<file path="config.mk">
export PLATFORM = sky130hd
export DESIGN_NAME = if_fetch_queue
export DESIGN_NICKNAME = d
export VERILOG_FILES = /design/src/rtl/if_pkg.sv /design/src/rtl/fetch_fifo.sv /design/src/rtl/if_fetch_queue.sv
export SDC_FILE = /design/constraint.sdc
export NUM_CORES = 1
export LEC_CHECK = 0
export ABC_AREA = 1
export BUFFER_PORTS_ARGS = -buffer_cell sky130_fd_sc_hd__buf_2
export CAP_MARGIN = 15
export CELL_PAD_IN_SITES_DETAIL_PLACEMENT = 1
export CELL_PAD_IN_SITES_GLOBAL_PLACEMENT = 1
export CORE_UTILIZATION = 35
export CTS_BUF_LIST = sky130_fd_sc_hd__clkbuf_16
export CTS_CLUSTER_DIAMETER = 30
export DETAILED_ROUTE_END_ITERATION = 16
export PLACE_DENSITY_LB_ADDON = 0.15
export SKIP_LAST_GASP = 1
export SLEW_MARGIN = 20
export SYNTH_ARGS = -nofsm -noshare
export SYNTH_HDL_FRONTEND = slang
export SYNTH_SLANG_ARGS = --single-unit
export TNS_END_PERCENT = 1
</file>
<file path="constraint.sdc">
create_clock -name clk_i -period 6 [get_ports clk_i]
set_input_delay 0.3 -clock clk_i [delete_from_list [all_inputs] [get_ports clk_i]]
set_output_delay 0.3 -clock clk_i [all_outputs]
set_load 0.05 [all_outputs]
</file>
<file path="src/rtl/if_pkg.sv">
// Shared types and constants for the instruction-fetch stage.
package if_pkg;

  localparam int XLEN_DEFAULT = 32;
  localparam logic [31:0] NOP_INSTR = 32'h0000_0013;  // addi x0, x0, 0

  typedef struct packed {
    logic [XLEN_DEFAULT-1:0] pc;
    logic [XLEN_DEFAULT-1:0] instr;
    logic                    filled;
  } entry_t;

endpackage

</file>
<file path="src/rtl/fetch_fifo.sv">
// In-order fetch buffer: entries are allocated at issue, filled by memory
// responses in request order, and popped into IF/ID once filled.
module fetch_fifo #(
  parameter int DEPTH = 4,
  parameter int XLEN  = 32,
  localparam int PW   = $clog2(DEPTH),
  localparam int CW   = $clog2(DEPTH + 1)
) (
  input  logic            clk_i,
  input  logic            rst_n_i,
  input  logic            clear_i,
  input  logic            alloc_i,
  input  logic [XLEN-1:0] alloc_pc_i,
  input  logic            fill_i,
  input  logic [XLEN-1:0] fill_data_i,
  input  logic            pop_i,
  output logic [CW-1:0]   alloc_cnt_o,
  output logic [CW-1:0]   unfilled_cnt_o,
  output logic            head_filled_o,
  output logic [XLEN-1:0] head_pc_o,
  output logic [XLEN-1:0] head_instr_o
);

  logic [XLEN-1:0] pc_mem    [DEPTH];
  logic [XLEN-1:0] instr_mem [DEPTH];
  logic [PW-1:0]   tail, fill_ptr, head;
  logic [CW-1:0]   alloc_cnt, filled_cnt;

  // NOTE: the storage arrays carry no reset; the counters alone define which
  // entries are live, so stale data is never observed and the RAM stays cheap.
  always_ff @(posedge clk_i) begin
    if (alloc_i) pc_mem[tail]        <= alloc_pc_i;
    if (fill_i)  instr_mem[fill_ptr] <= fill_data_i;
  end

  always_ff @(posedge clk_i or negedge rst_n_i) begin
    if (!rst_n_i) begin
      tail       <= '0;
      fill_ptr   <= '0;
      head       <= '0;
      alloc_cnt  <= '0;
      filled_cnt <= '0;
    end else if (clear_i) begin
      tail       <= '0;
      fill_ptr   <= '0;
      head       <= '0;
      alloc_cnt  <= '0;
      filled_cnt <= '0;
    end else begin
      if (alloc_i) tail     <= tail + PW'(1);
      if (fill_i)  fill_ptr <= fill_ptr + PW'(1);
      if (pop_i)   head     <= head + PW'(1);
      alloc_cnt  <= alloc_cnt + CW'(alloc_i) - CW'(pop_i);
      filled_cnt <= filled_cnt + CW'(fill_i) - CW'(pop_i);
    end
  end

  // Fills land in order from the head, so filled entries always form a prefix.
  assign alloc_cnt_o    = alloc_cnt;
  assign unfilled_cnt_o = alloc_cnt - filled_cnt;
  assign head_filled_o  = (filled_cnt != '0);
  assign head_pc_o      = pc_mem[head];
  assign head_instr_o   = instr_mem[head];

endmodule

</file>
<file path="src/rtl/if_fetch_queue.sv">
// Fetch stage: issues imem reads for the PC, buffers responses in order,
// discards wrong-path responses after a flush, and drives IF/ID.
module if_fetch_queue
  import if_pkg::*;
#(
  parameter int DEPTH = 4,
  parameter int XLEN  = XLEN_DEFAULT
) (
  input  logic            clk_i,
  input  logic            rst_n_i,
  input  logic            start_i,
  input  logic [XLEN-1:0] pc_i,
  output logic            pc_advance_o,
  input  logic            flush_i,
  input  logic            stall_i,
  output logic            imem_req_o,
  output logic [XLEN-1:0] imem_addr_o,
  input  logic            imem_ack_i,
  input  logic            imem_rvalid_i,
  input  logic [XLEN-1:0] imem_rdata_i,
  output logic            ifid_valid_o,
  output logic [XLEN-1:0] ifid_pc_o,
  output logic [XLEN-1:0] ifid_instr_o
);

  localparam int CW = $clog2(DEPTH + 1);

  logic [CW-1:0]   alloc_cnt, unfilled_cnt, drop_cnt;
  logic            head_filled, room, accept, fill, pop;
  logic [XLEN-1:0] head_pc, head_instr;

  // Responses still owed to flushed requests occupy slots until they drain.
  assign room         = ({1'b0, alloc_cnt} + {1'b0, drop_cnt}) < (CW+1)'(DEPTH);
  assign imem_req_o   = start_i & ~flush_i & room;
  assign imem_addr_o  = pc_i;
  assign accept       = imem_req_o & imem_ack_i;
  assign pc_advance_o = accept;
  assign fill         = imem_rvalid_i & ~flush_i & (drop_cnt == '0);
  assign pop          = ~flush_i & ~stall_i & head_filled;

  fetch_fifo #(.DEPTH(DEPTH), .XLEN(XLEN)) u_fifo (
    .clk_i          (clk_i),
    .rst_n_i        (rst_n_i),
    .clear_i        (flush_i),
    .alloc_i        (accept),
    .alloc_pc_i     (pc_i),
    .fill_i         (fill),
    .fill_data_i    (imem_rdata_i),
    .pop_i          (pop),
    .alloc_cnt_o    (alloc_cnt),
    .unfilled_cnt_o (unfilled_cnt),
    .head_filled_o  (head_filled),
    .head_pc_o      (head_pc),
    .head_instr_o   (head_instr)
  );

  always_ff @(posedge clk_i or negedge rst_n_i) begin
    if (!rst_n_i) begin
      drop_cnt <= '0;
    end else if (flush_i) begin
      // Every in-flight request becomes wrong-path; one may be answered right now.
      drop_cnt <= unfilled_cnt + drop_cnt - CW'(imem_rvalid_i);
    end else if (imem_rvalid_i && drop_cnt != '0) begin
      drop_cnt <= drop_cnt - CW'(1);
    end
  end

  always_ff @(posedge clk_i or negedge rst_n_i) begin
    if (!rst_n_i) begin
      ifid_valid_o <= 1'b0;
      ifid_pc_o    <= '0;
      ifid_instr_o <= XLEN'(NOP_INSTR);
    end else if (flush_i) begin
      ifid_valid_o <= 1'b0;
      ifid_instr_o <= XLEN'(NOP_INSTR);
    end else if (!stall_i) begin
      if (head_filled) begin
        ifid_valid_o <= 1'b1;
        ifid_pc_o    <= head_pc;
        ifid_instr_o <= head_instr;
      end else begin
        ifid_valid_o <= 1'b0;
        ifid_instr_o <= XLEN'(NOP_INSTR);
      end
    end
  end

  a_no_orphan_rsp: assert property (@(posedge clk_i) disable iff (!rst_n_i)
    imem_rvalid_i |-> (unfilled_cnt != '0 || drop_cnt != '0));

endmodule

</file>
==> results_dict.tcl <==
set metrics [dict create \
    status "complete, no violations" \
    combPwrFrac 0.209 \
    period_needed_ns 2.74 \
    dr_total_vias 8959 \
    final_cell_mix "edfxtp_1 (256), nand2_1 (181), buf_2 (168)" \
    internal-power_mw 6.09 \
    numCtsBuffers 79 \
    grt_pass1_vias 9515 \
    synth_fa_ha_area_frac 0.0248 \
    p_clk_frac 0.469 \
    grt-ovfl-total 0 \
    hold_path_class "in -> reg" \
    synth_top_family_by_area "simple AND/OR/NAND/NOR gates" \
    grt_start_max_net_pins 104 \
    clockRootBuffer "clkbuf_16" \
    p_sw_mw 2.87 \
    peakVddDrop_mv 0.264 \
    dr.pass1.iters 4 \
    p_leak_nw 7.33 \
    startpoint_type "flop" \
    end_kind "flop" \
    clockBufferDepth 3 \
    layout_commonest_cell "edfxtp_1" \
    use_met1 0.236 \
    dpl_cell_area_um2 14500 \
    synth.avg_cell_area_um2 12.4 \
    synth_top_cell_area_share 0.573 \
    drv_cap 0 \
    synthTopCellsByArea "edfxtp_1 (57%), dfrtp_1 (14%), nand2_1 (5.1%)" \
    hpwl_um 19400 \
    hold_violations 0 \
    netlist_instances 1084 \
    syn_to_final_growth_pct 33.4 \
    drive_gt1_frac 0.243 \
    clk_latency_ns 0.58 \
    cts_tree "yes" \
    cp.arrival_ns 3.20 \
    synthSimpleGateAreaFrac 0.112 \
    grt_pass1_wl_um 53700 \
    swShare 0.320 \
    rows 71 \
    yosysTopAreaCell "edfxtp_1" \
    drt-initial-drc-count 432 \
    cp.required_ns 6.46 \
    portBuffers 169 \
    multi_input_area_um2 3070 \
    criticalPathCategory "reg -> reg" \
    yosysSeqAreaShare 0.722 \
    fin_skew_ns 0.0202 \
    pin_count 170 \
    grt_util_met2 0.297 \
    synth_compound_area_frac 0.0824 \
    drc 0 \
    synth_fp_nets 1178 \
    relSlewSlack 0.282 \
    die-area_um2 39100 \
    muxShareOfSynthArea 0 \
    fp.dieH_um 198 \
    routed_via_density 4.72 \
    drt-total-wl_um 34600 \
    grt_use_total 0.181 \
    fmax_ghz 0.364 \
    worst_pin_slew_ns 1.08 \
    ant_nets 0 \
    numClockSinks 336 \
    fin_nets 1412 \
    post_drt_wl_per_cell_um 18.2 \
    slew_violations 0 \
    globalRouteMet3Util 0.0433 \
    pwr-share-seq 0.322 \
    synth_area_um2 13400 \
    antenna_found_initial 1 \
    start_util 0.356 \
    num-fill-cells 3971 \
    die_x_um 198 \
    synth_warnings 0 \
    busiest_layer "met2" \
    core_um2 37700 \
    routabilityCongestion 0.739 \
    fin_tns_setup_ns 0 \
    setup_viol 0 \
    crit_fanout 4 \
    power_density_nw_per_um2 500 \
    synthXorXnorAreaFrac 0.00457 \
    stdcell_area_um2 17900 \
    period_share 0.457 \
    ys_seq_elements 336 \
    htree_levels 3 \
    ys_types 26 \
    grt_setup_unrepaired "false" \
    path_clk_slew_ns 0.05 \
    register_area_um2 9700 \
    total_power_mw 8.96 \
]
[cells by family (layout without fill, tap and decap cells)]
group | Yosys count | after routing
xor gates and xnor gates | 7 | 7
and+or+nand+nor | 380 | 380
AOI/OAI and AO/OA | 205 | 205
adders and majority gates | 23 | 23
other | 0 | 1
buffers and inverters | 133 | 434
DFF | 336 | 336
[path summary, 6_finish.rpt]
check,start,slack [ns],depth (start not counted),endpoint
setup / recovery,drop_cnt[0],3.26,14,drop_cnt[2]
hold / removal,pc_i[31],0.04,1,u_fifo.pc_mem[0][31]
setup reg to reg,drop_cnt[0],3.26,14,drop_cnt[2]
hold reg to reg,ifid_pc_o[2],0.47,2,ifid_pc_o[2]
max in group asynchronous,rst_n_i,4.66,3,u_fifo.head[0]
min in group asynchronous,rst_n_i,0.26,2,ifid_pc_o[28]
[Yosys cell counts, drive strengths merged]
cell	n
nor2	153
clkbuf	17
dfstp	3
inv	40
nor3	2
nand3	41
xor2	4
o21ai	142
buf	76
ha	17
edfxtp	256
a21oi	2
xnor2	3
nand2	183
o22ai	61
fa	6
nand3b	1
dfrtp	77
[timing repair]
action / CTS / global route
hold buffers: 64 / 0
endpoints found under the setup margin: 0 / 0
gates resized for setup: 0 / 0
setup buffers: 0 / 0
hold endpoints to repair: 292 / 0
[state kept, by name, indices dropped and copies added, names as in the netlist]
register,cells
u_fifo.fill_ptr,2
ifid_pc_o,32
u_fifo.tail,2
u_fifo.head,2
ifid_instr_o,32
u_fifo.instr_mem,128
ifid_valid_o,1
drop_cnt,3
u_fifo.filled_cnt,3
u_fifo.alloc_cnt_o,3
u_fifo.pc_mem,128
[cell type report]
type | count | share of cell area
flip-flops and latches | 336 | 0.542
well taps | 511 | 0.0357
inverters | 40 | 0.00852
multi-input cells | 615 | 0.171
diodes | 1 | 0.000140
repair buffers | 246 | 0.0938
clock buffers | 80 | 0.112
clock inverters | 68 | 0.0371
[metal layers]
metal	up-vias	wire length, µm
met2	196	16500
met3	63	1460
li1	4263	-
met5	-	0
met4	0	632
met1	4437	16000
[worst max-delay path, stage by stage (launching register included)]
cell     delay (ns)
dfrtp_1        0.42
fa_1           0.52
inv_1          0.05
fa_1           0.47
inv_1          0.04
ha_1           0.18
fa_1           0.41
inv_1          0.09
nand2_1        0.06
nand3_1        0.09
nand3_1        0.08
nand2_1        0.06
nand2_1        0.04
nand2_1        0.06
nand2_1        0.05
[stage by stage]
step	hold slack, ns	setup WS, ns	instances	utilization
finish	0.0382	3.26	1897	0.475
floorplan	0.00441	2.67	1084	-
global route	0.0194	3.02	1896	0.475
detailed placement	0.338	2.69	1679	0.384
CTS	0.0113	3.13	1891	0.472
global placement	0.331	2.85	1679	0.384
[power by group through the flow]
stage | sequential [mW] | clock, mW | combinational (mW)
floorplan | 3.32 | 0 | 0.979
global placement | 2.92 | 0 | 1.83
detailed placement | 2.92 | 0 | 1.86
CTS | 2.89 | 4.28 | 1.90
global route | 2.91 | 4.41 | 2.09
finish | 2.89 | 4.20 | 1.87
(Power assumes the default switching activity.)
